[config.mk]
export PLATFORM = sky130hd
export DESIGN_NAME = uart_reg_bridge
export DESIGN_NICKNAME = d
export VERILOG_FILES = /design/src/rtl/uart_reg_bridge_pkg.sv /design/src/rtl/fifo_byte_reader.sv /design/src/rtl/uart_reg_bridge.sv
export SDC_FILE = /design/constraint.sdc
export NUM_CORES = 1
export LEC_CHECK = 0
export ABC_CLOCK_PERIOD_IN_PS = 3000
export CAP_MARGIN = 10
export CORE_MARGIN = 8
export CORE_UTILIZATION = 50
export DETAILED_ROUTE_END_ITERATION = 16
export PLACE_DENSITY = 0.8
export SLEW_MARGIN = 20
export SYNTH_ARGS = -nofsm -noshare
export SYNTH_HDL_FRONTEND = slang
export SYNTH_SLANG_ARGS = --single-unit
[constraint.sdc]
create_clock -name CLK -period 3 [get_ports CLK]
set_clock_uncertainty 0.1 [all_clocks]
set_input_delay 0.75 -clock CLK [delete_from_list [all_inputs] [get_ports CLK]]
set_output_delay 0.75 -clock CLK [all_outputs]
set_load 0.02 [all_outputs]
[src/rtl/uart_reg_bridge_pkg.sv]
// Shared constants and types for the UART command/register bridge.
// Holds opcodes, default status bytes, FSM state encoding and a fetch-state helper.
// No logic; imported by uart_reg_bridge.
package uart_reg_bridge_pkg;

  localparam logic [7:0] OP_WRITE     = 8'h01;
  localparam logic [7:0] OP_READ      = 8'h02;

  localparam logic [7:0] DEF_ACK_BYTE = 8'hA5;
  localparam logic [7:0] DEF_ERR_BYTE = 8'hEE;

  // Read response: status byte followed by four data bytes.
  localparam logic [2:0] RD_RESP_LAST = 3'd4;

  // Legacy-compatible encodings; the enum below is built on top of them.
  localparam logic [2:0] ST_IDLE = 3'd0;
  localparam logic [2:0] ST_OPC  = 3'd1;
  localparam logic [2:0] ST_ADDR = 3'd2;
  localparam logic [2:0] ST_DATA = 3'd3;
  localparam logic [2:0] ST_BUS  = 3'd4;
  localparam logic [2:0] ST_RESP = 3'd5;

  typedef enum logic [2:0] {
    S_IDLE = ST_IDLE,
    S_OPC  = ST_OPC,
    S_ADDR = ST_ADDR,
    S_DATA = ST_DATA,
    S_BUS  = ST_BUS,
    S_RESP = ST_RESP
  } state_e;

  // States in which the parser pulls bytes from the RX FIFO.
  function automatic logic is_fetch_state(state_e s);
    return (s == S_IDLE) || (s == S_ADDR) || (s == S_DATA);
  endfunction

endpackage

[src/rtl/fifo_byte_reader.sv]
// Pops single bytes from a first-word-fall-after-read FIFO for any consumer.
// Latency: byte_valid one cycle after fifo_rden; at most one byte every 2 cycles.
// Backpressure: pops only while en is high and the FIFO is not empty.
//
// Ports:
//   CLK, RESETn     clock, synchronous active-low reset
//   en              consumer wants a byte this cycle
//   fifo_empty      FIFO empty flag
//   fifo_rden       FIFO pop strobe
//   fifo_din        FIFO read data (valid the cycle after fifo_rden)
//   rd_byte         captured byte, qualified by byte_valid
//   byte_valid      rd_byte holds a freshly popped byte this cycle
module fifo_byte_reader (
  input  logic       CLK,
  input  logic       RESETn,
  input  logic       en,
  input  logic       fifo_empty,
  output logic       fifo_rden,
  input  logic [7:0] fifo_din,
  output logic [7:0] rd_byte,
  output logic       byte_valid
);

  logic pending;

  // A pop in flight blocks the next one so the consumer sees the byte
  // and can change state before another is requested.
  assign fifo_rden  = en && !fifo_empty && !pending;
  assign byte_valid = pending;
  assign rd_byte    = fifo_din;

  always_ff @(posedge CLK) begin
    if (!RESETn) begin
      pending <= 1'b0;
    end else begin
      pending <= fifo_rden;
    end
  end

endmodule

[src/rtl/uart_reg_bridge.sv]
// Host command responder: parses RX FIFO bytes into 32-bit register writes/reads, replies via TX FIFO.
// Latency: read response starts 3 cycles after the address byte is captured when the bus acks at once.
// Backpressure: RX bytes wait in the RX FIFO outside fetch states; TX_FIFO_FULL stalls the response.
//
// Optional feature: define UART_REG_BRIDGE_TIMEOUT_EN to discard commands whose
// bytes stop arriving for TIMEOUT_CYCLES clocks.
//
// Ports:
//   CLK, RESETn                           clock, synchronous active-low reset
//   RX_FIFO_EMPTY/RDEN/DIN                command byte source
//   TX_FIFO_FULL/WREN/DOUT                response byte sink
//   BUS_REQ/WE/ADDR/WDATA/RDATA/ACK       request/acknowledge register bus
module uart_reg_bridge
  import uart_reg_bridge_pkg::*;
#(
  parameter int         TIMEOUT_CYCLES = 48000,
  parameter logic [7:0] ACK_BYTE       = DEF_ACK_BYTE,
  parameter logic [7:0] ERR_BYTE       = DEF_ERR_BYTE
) (
  input  logic        CLK,
  input  logic        RESETn,
  input  logic        RX_FIFO_EMPTY,
  output logic        RX_FIFO_RDEN,
  input  logic [7:0]  RX_FIFO_DIN,
  input  logic        TX_FIFO_FULL,
  output logic        TX_FIFO_WREN,
  output logic [7:0]  TX_FIFO_DOUT,
  output logic        BUS_REQ,
  output logic        BUS_WE,
  output logic [7:0]  BUS_ADDR,
  output logic [31:0] BUS_WDATA,
  input  logic [31:0] BUS_RDATA,
  input  logic        BUS_ACK
);

  state_e      state;
  logic [7:0]  opc_q;
  logic [1:0]  data_cnt;
  logic [2:0]  resp_cnt;
  logic        resp_err;
  logic [31:0] rdata_q;

  logic        rd_en;
  logic        byte_valid;
  logic [7:0]  rd_byte;
  logic        resp_last;
  logic        to_fire;
  logic [7:0]  tx_byte;

  // Reset gating keeps both FIFO strobes low while RESETn is asserted,
  // before the synchronous reset has taken the FSM back to IDLE.
  assign rd_en = RESETn && is_fetch_state(state);

  fifo_byte_reader u_reader (
    .CLK        (CLK),
    .RESETn     (RESETn),
    .en         (rd_en),
    .fifo_empty (RX_FIFO_EMPTY),
    .fifo_rden  (RX_FIFO_RDEN),
    .fifo_din   (RX_FIFO_DIN),
    .rd_byte    (rd_byte),
    .byte_valid (byte_valid)
  );

`ifdef UART_REG_BRIDGE_TIMEOUT_EN
  localparam int TO_W = $clog2(TIMEOUT_CYCLES);
  logic [TO_W-1:0] to_cnt;
  logic            in_cmd;

  assign in_cmd = (state == S_ADDR) || (state == S_DATA);

  // Never abort with a pop in flight, otherwise the popped byte would land
  // in IDLE and be misread as an opcode.
  assign to_fire = in_cmd && (to_cnt == TO_W'(TIMEOUT_CYCLES - 1)) &&
                   !RX_FIFO_RDEN && !byte_valid;

  always_ff @(posedge CLK) begin
    if (!RESETn) begin
      to_cnt <= '0;
    end else if (in_cmd && !byte_valid && !to_fire) begin
      to_cnt <= to_cnt + 1'b1;
    end else begin
      to_cnt <= '0;
    end
  end
`else
  logic [31:0] unused_timeout;
  assign unused_timeout = TIMEOUT_CYCLES;
  assign to_fire        = 1'b0;
`endif

  // Error and write responses are the status byte alone.
  assign resp_last = (resp_err || BUS_WE) ? (resp_cnt == 3'd0) : (resp_cnt == RD_RESP_LAST);

  always_comb begin
    tx_byte = 8'h00;
    if (state == S_RESP) begin
      case (resp_cnt)
        3'd0:    tx_byte = resp_err ? ERR_BYTE : ACK_BYTE;
        3'd1:    tx_byte = rdata_q[7:0];
        3'd2:    tx_byte = rdata_q[15:8];
        3'd3:    tx_byte = rdata_q[23:16];
        3'd4:    tx_byte = rdata_q[31:24];
        default: tx_byte = 8'h00;
      endcase
    end
  end

  assign TX_FIFO_WREN = RESETn && (state == S_RESP) && !TX_FIFO_FULL;
  assign TX_FIFO_DOUT = tx_byte;

  always_ff @(posedge CLK) begin
    if (!RESETn) begin
      state     <= S_IDLE;
      opc_q     <= 8'h00;
      data_cnt  <= 2'd0;
      resp_cnt  <= 3'd0;
      resp_err  <= 1'b0;
      rdata_q   <= 32'h0;
      BUS_REQ   <= 1'b0;
      BUS_WE    <= 1'b0;
      BUS_ADDR  <= 8'h00;
      BUS_WDATA <= 32'h0;
    end else begin
      case (state)
        S_IDLE: begin
          if (byte_valid) begin
            opc_q <= rd_byte;
            state <= S_OPC;
          end
        end
        S_OPC: begin
          data_cnt <= 2'd0;
          resp_cnt <= 3'd0;
          if (opc_q == OP_WRITE || opc_q == OP_READ) begin
            BUS_WE   <= (opc_q == OP_WRITE);
            resp_err <= 1'b0;
            state    <= S_ADDR;
          end else begin
            resp_err <= 1'b1;
            state    <= S_RESP;
          end
        end
        S_ADDR: begin
          if (to_fire) begin
            state <= S_IDLE;
          end else if (byte_valid) begin
            BUS_ADDR <= rd_byte;
            state    <= BUS_WE ? S_DATA : S_BUS;
          end
        end
        S_DATA: begin
          if (to_fire) begin
            state <= S_IDLE;
          end else if (byte_valid) begin
            BUS_WDATA[{data_cnt, 3'b000} +: 8] <= rd_byte;
            data_cnt <= data_cnt + 2'd1;
            if (data_cnt == 2'd3) begin
              state <= S_BUS;
            end
          end
        end
        S_BUS: begin
          // REQ is raised one cycle after entry; ACK only counts while REQ is up.
          if (!BUS_REQ) begin
            BUS_REQ <= 1'b1;
          end else if (BUS_ACK) begin
            BUS_REQ <= 1'b0;
            rdata_q <= BUS_RDATA;
            state   <= S_RESP;
          end
        end
        S_RESP: begin
          if (TX_FIFO_WREN) begin
            if (resp_last) begin
              resp_cnt <= 3'd0;
              state    <= S_IDLE;
            end else begin
              resp_cnt <= resp_cnt + 3'd1;
            end
          end
        end
        default: state <= S_IDLE;
      endcase
    end
  end

endmodule

==> summary by stage <==
STA
Setup violations remaining at the end of the flow were counted as 0. Once routing completed, OpenROAD measured the worst setup slack at 0.09164 ns. The final-report max-slew violation count is 0. Derived from the worst setup path, the maximum achievable clock frequency is 343.8 MHz.

Setup repair after global routing left no endpoint under its margin. At the pin with the least slew margin, the transition time is 0.8855 ns. Setup total negative slack on the finished layout was measured at 0 ns.

The clock period minus final worst setup slack is 2.908 ns. The share of the clock period used by the worst path after layout is 96.95%. The worst pin sits at a relative slew slack of 40.97%. The total count of hold-check failures in the final report is 0.

Outcome
The flow ran to the end, and the final reports show no timing, DRC or antenna violations.

Floorplanning
In this run the count of I/O pins placed on the die edge is 97. The die height is 105.9 µm. The die covers 0.01120 mm².

The area of the placeable core is 0.007767 mm². The effective utilization at floorplan is 51.97%. After floorplanning, the core was divided into 32 placement rows.

The floorplan step set the die width to 105.9 µm.

Synth
Among all flip-flop cells after synthesis, the most frequent one is sky130_fd_sc_hd__dfxtp_1. After synthesis, the cell types taking the most area are sky130_fd_sc_hd__dfxtp_1, sky130_fd_sc_hd__nand2_1, sky130_fd_sc_hd__a21oi_1. Dividing the synthesized area by the synthesized cell count gives 8.025 µm². The cell count after synthesis is 503. The synthesized netlist contains 50 unique library cells. The Yosys step of the flow raised 0 warnings. For this run, asynchronously set or reset flops after synthesis account for 0%. The synthesized netlist net count is 559. The share of Yosys cell area claimed by the top area cell type is 45.63%.

The synthesized design contains 0 enable-type register cells. The library cell with the largest summed area after synthesis is sky130_fd_sc_hd__dfxtp_1. After synthesis the netlist holds a flip-flop and latch count of 92.

After synthesis the cells add up to 0.004036 mm². The register area share after synthesis is 45.63%.

Power
For this design the total switching power over the nets is 0.8090 mW. IR analysis of the VDD net gives a maximum drop of 0.2732 mV. The share of total power consumed by net switching is 29.08%. The proportion of power drawn by combinational gates is 18.1%.

In this run, flip-flops and latches consume 47.2% of the power. The clock network accounts for 34.7% of the total power. The cell-internal power is 1.973 mW.

Power spread over the standard cell area amounts to 520.8 mW/mm². The leakage power total is 1.850 nW.

Finish
0 antenna diodes ended up in the layout. The number of filler instances in the final layout is 629. The share of post-route cells with drive strength above 1 is 8.361%. The final standard cell area without fillers is 0.005341 mm². The number of nets in the layout is 649. The non-filler instance count after layout is 700. From synthesis to final layout, the design area changed by 32.33%.

Global routing
The number of antenna violations at the first check in global routing is 0. In the global route stage, overall resource usage came out at 19.73%. The remaining global-route overflow is 0.

The first global-routing pass estimated 18430 µm of wire. The largest net degree at the start of global routing is 90. The via count of the first global-routing pass is 3843.

CTS
Clock latency on the worst-skew pair, taken at its later pin, is 0.35 ns. The clock passes through at most 2 buffers. After clock tree synthesis, the clock-pin slew on the worst setup and hold paths is 0.10 ns.

The clock root buffer is sky130_fd_sc_hd__clkbuf_8. TritonCTS created 9 clock buffers. TritonCTS built the clock tree. Once the clock tree was built, the setup fixing pass inserted 0 buffers. CTS saw 92 sinks.

CTS built an H-tree with a depth of 3.

Route
Detailed routing inserted a total of 3898 vias. The count of nets left with antenna violations once routing finished came out at 0. The detailed-router iteration count before antenna repair is 6. Routed signal wires occupy layers up through met4.

The wire length the detailed router placed on met1 is 4762 µm. In the final routed layout, each cell accounts on average for 16.22 µm. The residual DRC count is 0. The starting DRC count in detailed routing is 215. The total wire length is 11350 µm. Wire segments on met3 add up to 922 µm in the final route. The via count normalized by instance count is 5.569. Wire segments on met2 add up to 5469 µm in the final route.

Worst setup path
Of all nets on the critical path, the largest fanout is 9. Traced cell by cell, the critical path runs through ha_1 > ha_2 > a222oi_1 > o21a_1 > nor2_1 > dlygate4sd2_1. The critical path is of the flip-flop to primary output type. The gate family responsible for the most delay along the worst path is compound AO/OA/AOI/OAI gates. STA classifies the critical path endpoint as a primary output.

At the worst endpoint, the arrival time is 2.06 ns. For the worst setup path, the data required time is 2.15 ns. The cell with the largest stage delay on the worst path is sky130_fd_sc_hd__a222oi_1.

The element type at the critical path start is a flip-flop. The worst path buffer plus inverter count is 1. The critical path's largest stage delay is 0.37 ns.

Place
At the end of routability-driven placement, the weighted congestion stood at 0.8240. The detailed placement HPWL is 8116 µm. The count of buffers added on input and output ports is 96.

Timing analysis after detailed placement gives a worst setup slack of -0.1233 ns. The cell area after placement is 0.005110 mm². Counting tap cells, the placed design contains a total of 684 instances.

Hold path
The path class of the tightest hold or removal check is flip-flop to flip-flop.

Flow run
Max-cap violations in this run came to 0.
path summary, 6_finish.rpt:
kind | start | end | slack (ns) | cells past startpoint
min reg2reg | BUS_WDATA[1] | BUS_WDATA[1] | 0.36 | 2
max | resp_cnt[0] | TX_FIFO_DOUT[2] | 0.09 | 6
max reg2reg | data_cnt[0] | BUS_WDATA[30] | 0.72 | 5
min | BUS_WDATA[1] | BUS_WDATA[1] | 0.36 | 2
metal layers:
metal | up-vias | global-route usage (%)
met5 | - | 0
met1 | 1807 | 23.18
li1 | 1914 | -
met2 | 159 | 33.33
met4 | 0 | 6.734
met3 | 18 | 6.029
cell usage after synthesis (2+ instances only):
cell / n
sky130_fd_sc_hd__a211oi_1: 3
sky130_fd_sc_hd__a21o_1: 3
sky130_fd_sc_hd__a21oi_1: 84
sky130_fd_sc_hd__a221oi_1: 2
sky130_fd_sc_hd__a222oi_1: 6
sky130_fd_sc_hd__a22o_1: 3
sky130_fd_sc_hd__a22oi_1: 2
sky130_fd_sc_hd__a31oi_1: 2
sky130_fd_sc_hd__and2_1: 3
sky130_fd_sc_hd__buf_2: 13
sky130_fd_sc_hd__clkbuf_1: 19
sky130_fd_sc_hd__dfxtp_1: 92
sky130_fd_sc_hd__ha_1: 11
sky130_fd_sc_hd__inv_1: 9
sky130_fd_sc_hd__inv_2: 2
sky130_fd_sc_hd__mux2i_1: 10
sky130_fd_sc_hd__nand2_1: 123
sky130_fd_sc_hd__nand2b_1: 4
sky130_fd_sc_hd__nand3_1: 34
sky130_fd_sc_hd__nor2_1: 27
sky130_fd_sc_hd__nor2b_1: 4
sky130_fd_sc_hd__nor3_1: 4
sky130_fd_sc_hd__nor3b_1: 5
sky130_fd_sc_hd__nor4_1: 2
sky130_fd_sc_hd__o211ai_1: 2
sky130_fd_sc_hd__o21a_1: 4
sky130_fd_sc_hd__o21ai_0: 3
sky130_fd_sc_hd__or3_1: 5
sequential cells by signal (all words and copies together) (netlist names):
register,count
BUS_ADDR,8
BUS_REQ,1
BUS_WDATA,32
BUS_WE,1
data_cnt,2
opc_q,8
rdata_q,32
resp_cnt,3
resp_err,1
state,3
u_reader.byte_valid,1
through the flow:
stage / power, mW / util, % / hold slack (ns)
after floorplan: 1.656 / - / 0.3356
after global placement: 1.832 / 65.79 / 0.3389
after detailed placement: 1.848 / 65.79 / 0.3464
after CTS: 2.786 / 68.70 / 0.3620
after global routing: 2.896 / 68.77 / 0.3798
final: 2.782 / 68.77 / 0.3605
worst register-to-register path: stages, from the launching register on:
cell and delay [ns]:
sky130_fd_sc_hd__dfxtp_1 0.51, sky130_fd_sc_hd__inv_1 0.17, sky130_fd_sc_hd__ha_1 0.38, sky130_fd_sc_hd__nor3_1 0.70, sky130_fd_sc_hd__nand3_1 0.15, sky130_fd_sc_hd__a21oi_1 0.19
cells by family (layout without fill, tap and decap cells):
| kind of cell | after synthesis | count (layout) | share of synthesized area [%] |
|---|---|---|---|
| multiplexers | 10 | 10 | 2.480 |
| buffers and inverters | 44 | 139 | 4.495 |
| adder cells (fa/ha/maj) | 11 | 11 | 3.410 |
| XOR/XNOR | 1 | 1 | 0.2170 |
| AND/OR/NAND/NOR | 220 | 220 | 25.05 |
| flip-flops | 92 | 92 | 45.63 |
| AO/OA/AOI/OAI | 125 | 125 | 18.72 |
final cells by class:
| cell class | instances | area, µm² | share of cell area [%] |
|---|---|---|---|
| inverters | 11 | 41.29 | 0.7730 |
| flip-flops and latches | 92 | 1843 | 34.50 |
| clock buffers | 9 | 123.9 | 2.319 |
| multi-input cells | 367 | 2031 | 38.02 |
| clock inverters | 7 | 106.4 | 1.991 |
| well taps | 102 | 127.6 | 2.389 |
| repair buffers | 112 | 1069 | 20.00 |
cell usage in the layout (no fill, tap or decap), drive strengths merged, types with 5 or more instances in the layout:
| cell type | n |
|---|---|
| a21oi | 85 |
| a222oi | 6 |
| buf | 16 |
| clkbuf | 9 |
| clkdlybuf4s50 | 86 |
| dfxtp | 92 |
| dlygate4sd2 | 10 |
| ha | 11 |
| inv | 15 |
| mux2i | 10 |
| nand2 | 123 |
| nand3 | 34 |
| nor2 | 27 |
| nor3 | 5 |
| nor3b | 6 |
| or3 | 5 |
power groups by stage:
stage	combinational, mW	clock, mW	sequential (mW)
global route	0.549	1.03	1.32
finish	0.504	0.965	1.31
CTS	0.503	0.971	1.31
global placement	0.495	0	1.34
floorplan	0.331	0	1.32
detailed placement	0.507	0	1.34
what timing repair did:
action	4_1_cts	5_1_grt
hold buffers	0	0
pin swaps	1	0
gates resized for setup	14	2
endpoints found under the setup margin	10	8
No activity file was read; power rests on OpenSTA's default activity.
